File: src/rtl/ssd_pkg.sv
// Shared definitions for the multiplexed seven-segment scan driver:
// active-low glyph constants {a,b,c,d,e,f,g}, slot phase type and the
// nibble-to-glyph helper.
package ssd_pkg;

    localparam logic [6:0] SEG_0     = 7'b0000001;
    localparam logic [6:0] SEG_1     = 7'b1001111;
    localparam logic [6:0] SEG_2     = 7'b0010010;
    localparam logic [6:0] SEG_3     = 7'b0000110;
    localparam logic [6:0] SEG_4     = 7'b1001100;
    localparam logic [6:0] SEG_5     = 7'b0100100;
    localparam logic [6:0] SEG_6     = 7'b0100000;
    localparam logic [6:0] SEG_7     = 7'b0001111;
    localparam logic [6:0] SEG_8     = 7'b0000000;
    localparam logic [6:0] SEG_9     = 7'b0000100;
    localparam logic [6:0] SEG_A     = 7'b0001000;
    localparam logic [6:0] SEG_B     = 7'b1100000;
    localparam logic [6:0] SEG_C     = 7'b0110001;
    localparam logic [6:0] SEG_D     = 7'b1000010;
    localparam logic [6:0] SEG_E     = 7'b0110000;
    localparam logic [6:0] SEG_F     = 7'b0111000;
    localparam logic [6:0] SEG_BLANK = 7'h7F;

    localparam logic [3:0] BRIGHT_FULL = 4'd15;

    typedef enum logic {
        PH_BLANK = 1'b0,
        PH_SHOW  = 1'b1
    } slot_phase_e;

    function automatic logic [6:0] hex_to_seg(input logic [3:0] nib);
        logic [6:0] glyph;
        case (nib)
            4'h0:    glyph = SEG_0;
            4'h1:    glyph = SEG_1;
            4'h2:    glyph = SEG_2;
            4'h3:    glyph = SEG_3;
            4'h4:    glyph = SEG_4;
            4'h5:    glyph = SEG_5;
            4'h6:    glyph = SEG_6;
            4'h7:    glyph = SEG_7;
            4'h8:    glyph = SEG_8;
            4'h9:    glyph = SEG_9;
            4'hA:    glyph = SEG_A;
            4'hB:    glyph = SEG_B;
            4'hC:    glyph = SEG_C;
            4'hD:    glyph = SEG_D;
            4'hE:    glyph = SEG_E;
            4'hF:    glyph = SEG_F;
            default: glyph = SEG_BLANK;
        endcase
        return glyph;
    endfunction

endpackage

File: src/rtl/ssd_hex_decoder.sv
// Combinational hex nibble to active-low seven-segment glyph.
module ssd_hex_decoder
    import ssd_pkg::*;
(
    input  logic [3:0] i_nibble,
    output logic [6:0] o_seg
);

    // Map the nibble onto its glyph.
    always_comb begin
        o_seg = hex_to_seg(i_nibble);
    end

endmodule

File: src/rtl/ssd_scan_driver.sv
// N-digit multiplexed seven-segment scan driver with tear-free updates
// (new data taken only at frame boundaries) and a blanking gap at the
// start of every digit slot. Optional macro SSD_DIM_EN adds a 4-bit
// brightness input that shortens the lit part of each SHOW window.
module ssd_scan_driver
    import ssd_pkg::*;
#(
    parameter int NUM_DIGITS   = 4,
    parameter int SCAN_DIV     = 16,
    parameter int BLANK_CYCLES = 2
)
(
    input  logic                      clk,
    input  logic                      reset,
    input  logic [4*NUM_DIGITS-1:0]   digit_data,
    input  logic [NUM_DIGITS-1:0]     dp_in,
    input  logic [NUM_DIGITS-1:0]     digit_en,
    input  logic                      load,
`ifdef SSD_DIM_EN
    input  logic [3:0]                brightness,
`endif
    output logic [NUM_DIGITS-1:0]     anodes,
    output logic [6:0]                seg,
    output logic                      dp,
    output logic                      frame_done
);

    localparam int IDX_W = (NUM_DIGITS > 1) ? $clog2(NUM_DIGITS) : 1;
    localparam int CNT_W = $clog2(SCAN_DIV);
    localparam logic [CNT_W-1:0]      CNT_LAST = CNT_W'(SCAN_DIV - 1);
    localparam logic [IDX_W-1:0]      IDX_LAST = IDX_W'(NUM_DIGITS - 1);
    localparam logic [NUM_DIGITS-1:0] AN_OFF   = {NUM_DIGITS{1'b1}};
    localparam logic [NUM_DIGITS-1:0] AN_ONE   = NUM_DIGITS'(1'b1);

    logic [CNT_W-1:0]        r_cnt;
    logic [IDX_W-1:0]        r_idx;
    slot_phase_e             r_phase;
    logic [4*NUM_DIGITS-1:0] r_act_data;
    logic [NUM_DIGITS-1:0]   r_act_dp;
    logic [4*NUM_DIGITS-1:0] r_shd_data;
    logic [NUM_DIGITS-1:0]   r_shd_dp;
    logic                    r_pending;
`ifdef SSD_DIM_EN
    logic [3:0]              r_act_bright;
    logic [3:0]              r_shd_bright;
    logic [31:0]             w_dim_pos;
    logic [31:0]             w_dim_lim;
`endif

    logic                    w_boundary;
    logic [CNT_W-1:0]        w_cnt_nxt;
    logic [IDX_W-1:0]        w_idx_nxt;
    slot_phase_e             w_phase_nxt;
    logic [4*NUM_DIGITS-1:0] w_shifted;
    logic [3:0]              w_nibble;
    logic [6:0]              w_seg;
    logic                    w_digit_on;
    logic                    w_dp_bit;
    logic                    w_dim_ok;
    logic                    w_anode_lit;

    ssd_hex_decoder u_dec (
        .i_nibble (w_nibble),
        .o_seg    (w_seg)
    );

    // Next scan position, current digit selection and anode gating.
    always_comb begin
        w_boundary  = (r_cnt == CNT_LAST) && (r_idx == IDX_LAST);
        if (r_cnt == CNT_LAST) begin
            w_cnt_nxt = {CNT_W{1'b0}};
            w_idx_nxt = (r_idx == IDX_LAST) ? {IDX_W{1'b0}} : r_idx + IDX_W'(1);
        end else begin
            w_cnt_nxt = r_cnt + CNT_W'(1);
            w_idx_nxt = r_idx;
        end
        w_phase_nxt = (32'(w_cnt_nxt) < 32'(BLANK_CYCLES)) ? PH_BLANK : PH_SHOW;
        w_shifted   = r_act_data >> {r_idx, 2'b00};
        w_nibble    = w_shifted[3:0];
        w_digit_on  = digit_en[r_idx];
        w_dp_bit    = r_act_dp[r_idx];
`ifdef SSD_DIM_EN
        w_dim_pos   = (32'(r_cnt) - 32'(BLANK_CYCLES)) << 4;
        w_dim_lim   = (32'(r_act_bright) + 32'd1) * 32'(SCAN_DIV - BLANK_CYCLES);
        w_dim_ok    = (w_dim_pos < w_dim_lim);
`else
        w_dim_ok    = 1'b1;
`endif
        w_anode_lit = (r_phase == PH_SHOW) && w_digit_on && w_dim_ok;
    end

    // Scan counter, slot phase FSM, shadow/active data and registered pins.
    always_ff @(posedge clk) begin
        if (reset) begin
            r_cnt        <= {CNT_W{1'b0}};
            r_idx        <= {IDX_W{1'b0}};
            r_phase      <= (BLANK_CYCLES > 0) ? PH_BLANK : PH_SHOW;
            r_act_data   <= {(4*NUM_DIGITS){1'b0}};
            r_act_dp     <= {NUM_DIGITS{1'b0}};
            r_shd_data   <= {(4*NUM_DIGITS){1'b0}};
            r_shd_dp     <= {NUM_DIGITS{1'b0}};
            r_pending    <= 1'b0;
`ifdef SSD_DIM_EN
            r_act_bright <= BRIGHT_FULL;
            r_shd_bright <= BRIGHT_FULL;
`endif
            anodes       <= AN_OFF;
            seg          <= SEG_BLANK;
            dp           <= 1'b1;
            frame_done   <= 1'b0;
        end else begin
            r_cnt   <= w_cnt_nxt;
            r_idx   <= w_idx_nxt;
            r_phase <= w_phase_nxt;

            // A load on the boundary bypasses the shadow entirely.
            if (load && w_boundary) begin
                r_act_data   <= digit_data;
                r_act_dp     <= dp_in;
                r_pending    <= 1'b0;
`ifdef SSD_DIM_EN
                r_act_bright <= brightness;
`endif
            end else if (w_boundary && r_pending) begin
                r_act_data   <= r_shd_data;
                r_act_dp     <= r_shd_dp;
                r_pending    <= 1'b0;
`ifdef SSD_DIM_EN
                r_act_bright <= r_shd_bright;
`endif
            end else if (load) begin
                r_shd_data   <= digit_data;
                r_shd_dp     <= dp_in;
                r_pending    <= 1'b1;
`ifdef SSD_DIM_EN
                r_shd_bright <= brightness;
`endif
            end

            anodes     <= w_anode_lit ? ~(AN_ONE << r_idx) : AN_OFF;
            seg        <= w_digit_on ? w_seg : SEG_BLANK;
            dp         <= w_digit_on ? ~w_dp_bit : 1'b1;
            frame_done <= w_boundary;
        end
    end

endmodule

File: config.mk
export PLATFORM = sky130hd
export DESIGN_NAME = ssd_scan_driver
export DESIGN_NICKNAME = d
export VERILOG_FILES = /design/src/rtl/ssd_pkg.sv /design/src/rtl/ssd_hex_decoder.sv /design/src/rtl/ssd_scan_driver.sv
export SDC_FILE = /design/constraint.sdc
export NUM_CORES = 1
export LEC_CHECK = 0
export ABC_AREA = 1
export CORE_MARGIN = 2
export CORE_UTILIZATION = 67
export DETAILED_ROUTE_END_ITERATION = 10
export DONT_BUFFER_PORTS = 1
export PLACE_DENSITY = 0.86
export SLEW_MARGIN = 40
export SYNTH_ARGS = -nofsm -noshare
export SYNTH_HDL_FRONTEND = slang
export SYNTH_SLANG_ARGS = --single-unit
File: constraint.sdc
create_clock -name clk -period 5.15 [get_ports clk]
set_input_delay 0.515 -clock clk [delete_from_list [all_inputs] [get_ports clk]]
set_output_delay 0.515 -clock clk [all_outputs]
set_load 0.01 [all_outputs]
==> results.toml <==
[yosys]
syn_area_per_cell_um2 = 7.00
synth_seq_cells = 61
synth.top_cells.by_area = "dfxtp_1, nand2_1, a21oi_1"
syn-cell-area_mm2 = 0.00298
synthTopCellsByCount = "nand2_1, dfxtp_1, inv_1"
muxShareOfSynthArea_pct = 0
syn_nets = 463
synth_edf_count = 0
synth_compound_area_share_pct = 12.6
synthSimpleGateAreaFrac_pct = 30.8
syn_inst = 425
synthAdderAreaFrac_pct = 4.63
synth_area_leader_cell = "dfxtp_1"
post-synth-top-count-cell = "nand2_1"
netlist.area_leader.share_pct = 41.0
synth_cell_types = 25
synth_top_family_by_area = "simple AND/OR/NAND/NOR gates"
synth-main-ff-cell = "dfxtp_1"
ys_warn_count = 0
synthArstFlopShare_pct = 0
post_synth_xor_area_fraction_pct = 0
yosysSeqAreaShare_pct = 41.0

[cells_and_area]
fillers = 336
regArea_mm2 = 0.00122
finalNonFillerCells = 475
n_antenna_cell = 0
finish.utilization_pct = 72.6
num-nets-final = 456
synthToLayoutAreaGrowth_pct = 5.55
multi_input_area_mm2 = 0.00144
drive_gt1_share_pct = 12.3

[timing]
period_share_pct = 50.5
timing.fmax_mhz = 385
finalClockSkew_ns = 0.00764
max_slew_margin_pct = 50.2
fin_crit_ns = 2.60
max_slew.worst_pin.slew_ns = 0.745
final-setup-viol-count = 0
rsz0062_at_grt = "no"
setup_tns_ns = 0
drv_slew = 0
hold_viol = 0

[clock_network]
cts_tree = "built"
clock_sinks = 61
path_clk_slew_ns = 0.06
postCtsHoldBufs = 0
clock_latency_ns = 0.34
h-tree-depth = 3
root_buffer = "clkbuf_8"
cts_resized = 0
cts_post_setup_buffers_inserted = 0
clk_path_buf_depth = 2
numCtsBuffers = 9

[detailed_routing]
drt-initial-drc-count = 136
ant_nets = 0
drc_errors = 0
drtPass1Iterations = 4
wire_per_inst_um = 12.0
wirelength_um = 5690
vias_per_cell = 5.15
vias = 2445

[global_route]
gr-total-overflow = 0
antenna_found_initial = 0
grt_pass1_vias = 2194
track_usage_pct = 24.6
grt_pass1_wl_um = 9630
grt_max_degree = 44

[critical_path]
cp.required_ns = 5.35
crit_start = "r_idx[0]"
r2r_start = "r_idx[0]"
cpPeakStageDelay_ns = 0.71
path_cells = "ha_1 -> nand3_1 -> inv_1 -> a21oi_1"
path_class = "reg2reg"
arrival_ns = 2.80
critPathLaunchType = "flip-flop"
r2r_end = "r_act_data[3]"
reg2reg_setup_slack_ns = 2.55
cp.buffers_inverters = 1
crit_family = "buffers and inverters"
path_max_fanout = 21
crit_path_end_kind = "flip-flop"
endpoint = "r_act_data[3]"
cp_slowest_cell = "inv_1"
r2r_cells = 4
critical_path_depth = 4

[floorplan]
die-area_mm2 = 0.00499
pin_count = 40
die_w_um = 70.6
start_util_pct = 68.8
rows = 24
die_y_um = 70.6
core-area_mm2 = 0.00432

[placed_design]
place_hpwl_um = 3790
numPortBuffers = 0
gp_congestion = 0.831
dp_cells = 459

[pwr]
p_per_area_mw_per_mm2 = 308
p_leak_nw = 1.53
ir_drop_v = 0.000217

[worst_hold_path]
hold_path_class = "in2reg"

[run]
timing.max_cap.violations = 0

[run_status]
status = "finished, final reports clean"
[report_power, final]
group          total [mW]  switching [mW]  internal, mW
logic              0.0569          0.0355        0.0214
clock network       0.413           0.178         0.235
registers           0.496         0.00667         0.489
[cells by family after synthesis]
logic type	Yosys count
flip-flops	61
AND/OR/NAND/NOR	202
AO/OA/AOI/OAI	73
buffers and inverters	78
adder cells (fa/ha/maj)	11
[final cells by class]
type / count / area share (%)
inverters: 60 / 7.21
multi-input cells: 286 / 45.7
clock buffers: 12 / 4.62
clock inverters: 4 / 1.51
flip-flops and latches: 61 / 38.9
well taps: 52 / 2.07
[worst min-delay path by stage]
stage	from	end	cells after the start
after floorplan	r_shd_dp[0]	r_shd_dp[0]	2
after global placement	r_shd_data[1]	r_shd_data[1]	2
after detailed placement	r_shd_data[8]	r_shd_data[8]	2
after CTS	reset	r_idx[0]	1
after global routing	reset	r_cnt[1]	1
final	reset	r_idx[0]	1
[cell usage in the layout, fill, tap and decap left out, drive strengths merged]
master	synthesis	final
clkbuf	6	12
nand2	131	131
nor3	2	2
bufinv	0	1
or2	20	20
nor2	19	19
a21oi	47	47
nand3	29	29
and3	1	1
inv	59	59
clkinv	1	3
clkinvlp	0	1
dfxtp	61	61
ha	11	11
a211oi	1	1
o21ai	25	25
[state kept, by name (all words and copies together) (netlist names)]
signal      flops
r_cnt           4
r_pending       1
r_act_data     16
r_act_dp        4
seg             7
dp              1
r_phase         1
anodes          4
r_shd_data     16
r_idx           2
frame_done      1
r_shd_dp        4
[stage by stage]
stage          setup slack [ns]  instance area (µm²)  hold WS, ns  total power, mW
6_report                   2.55                 3140        0.236            0.966
5_1_grt                    2.34                 3140        0.228             1.00
4_1_cts                    2.59                 3140        0.229            0.972
3_5_place_dp               2.63                 2940        0.444            0.563
3_3_place_gp               2.76                 2940        0.439            0.561
2_1_floorplan              3.48                 2980        0.429            0.555
[routing by layer]
| layer | routed length [µm] | global-route usage, % |
|---|---|---|
| met5 | 0 | 0 |
| met4 | 92 | 10.1 |
| met3 | 398 | 7.83 |
| met2 | 2610 | 40.1 |
| met1 | 2580 | 30.3 |
Note: power is estimated with default switching activity, not from simulation.
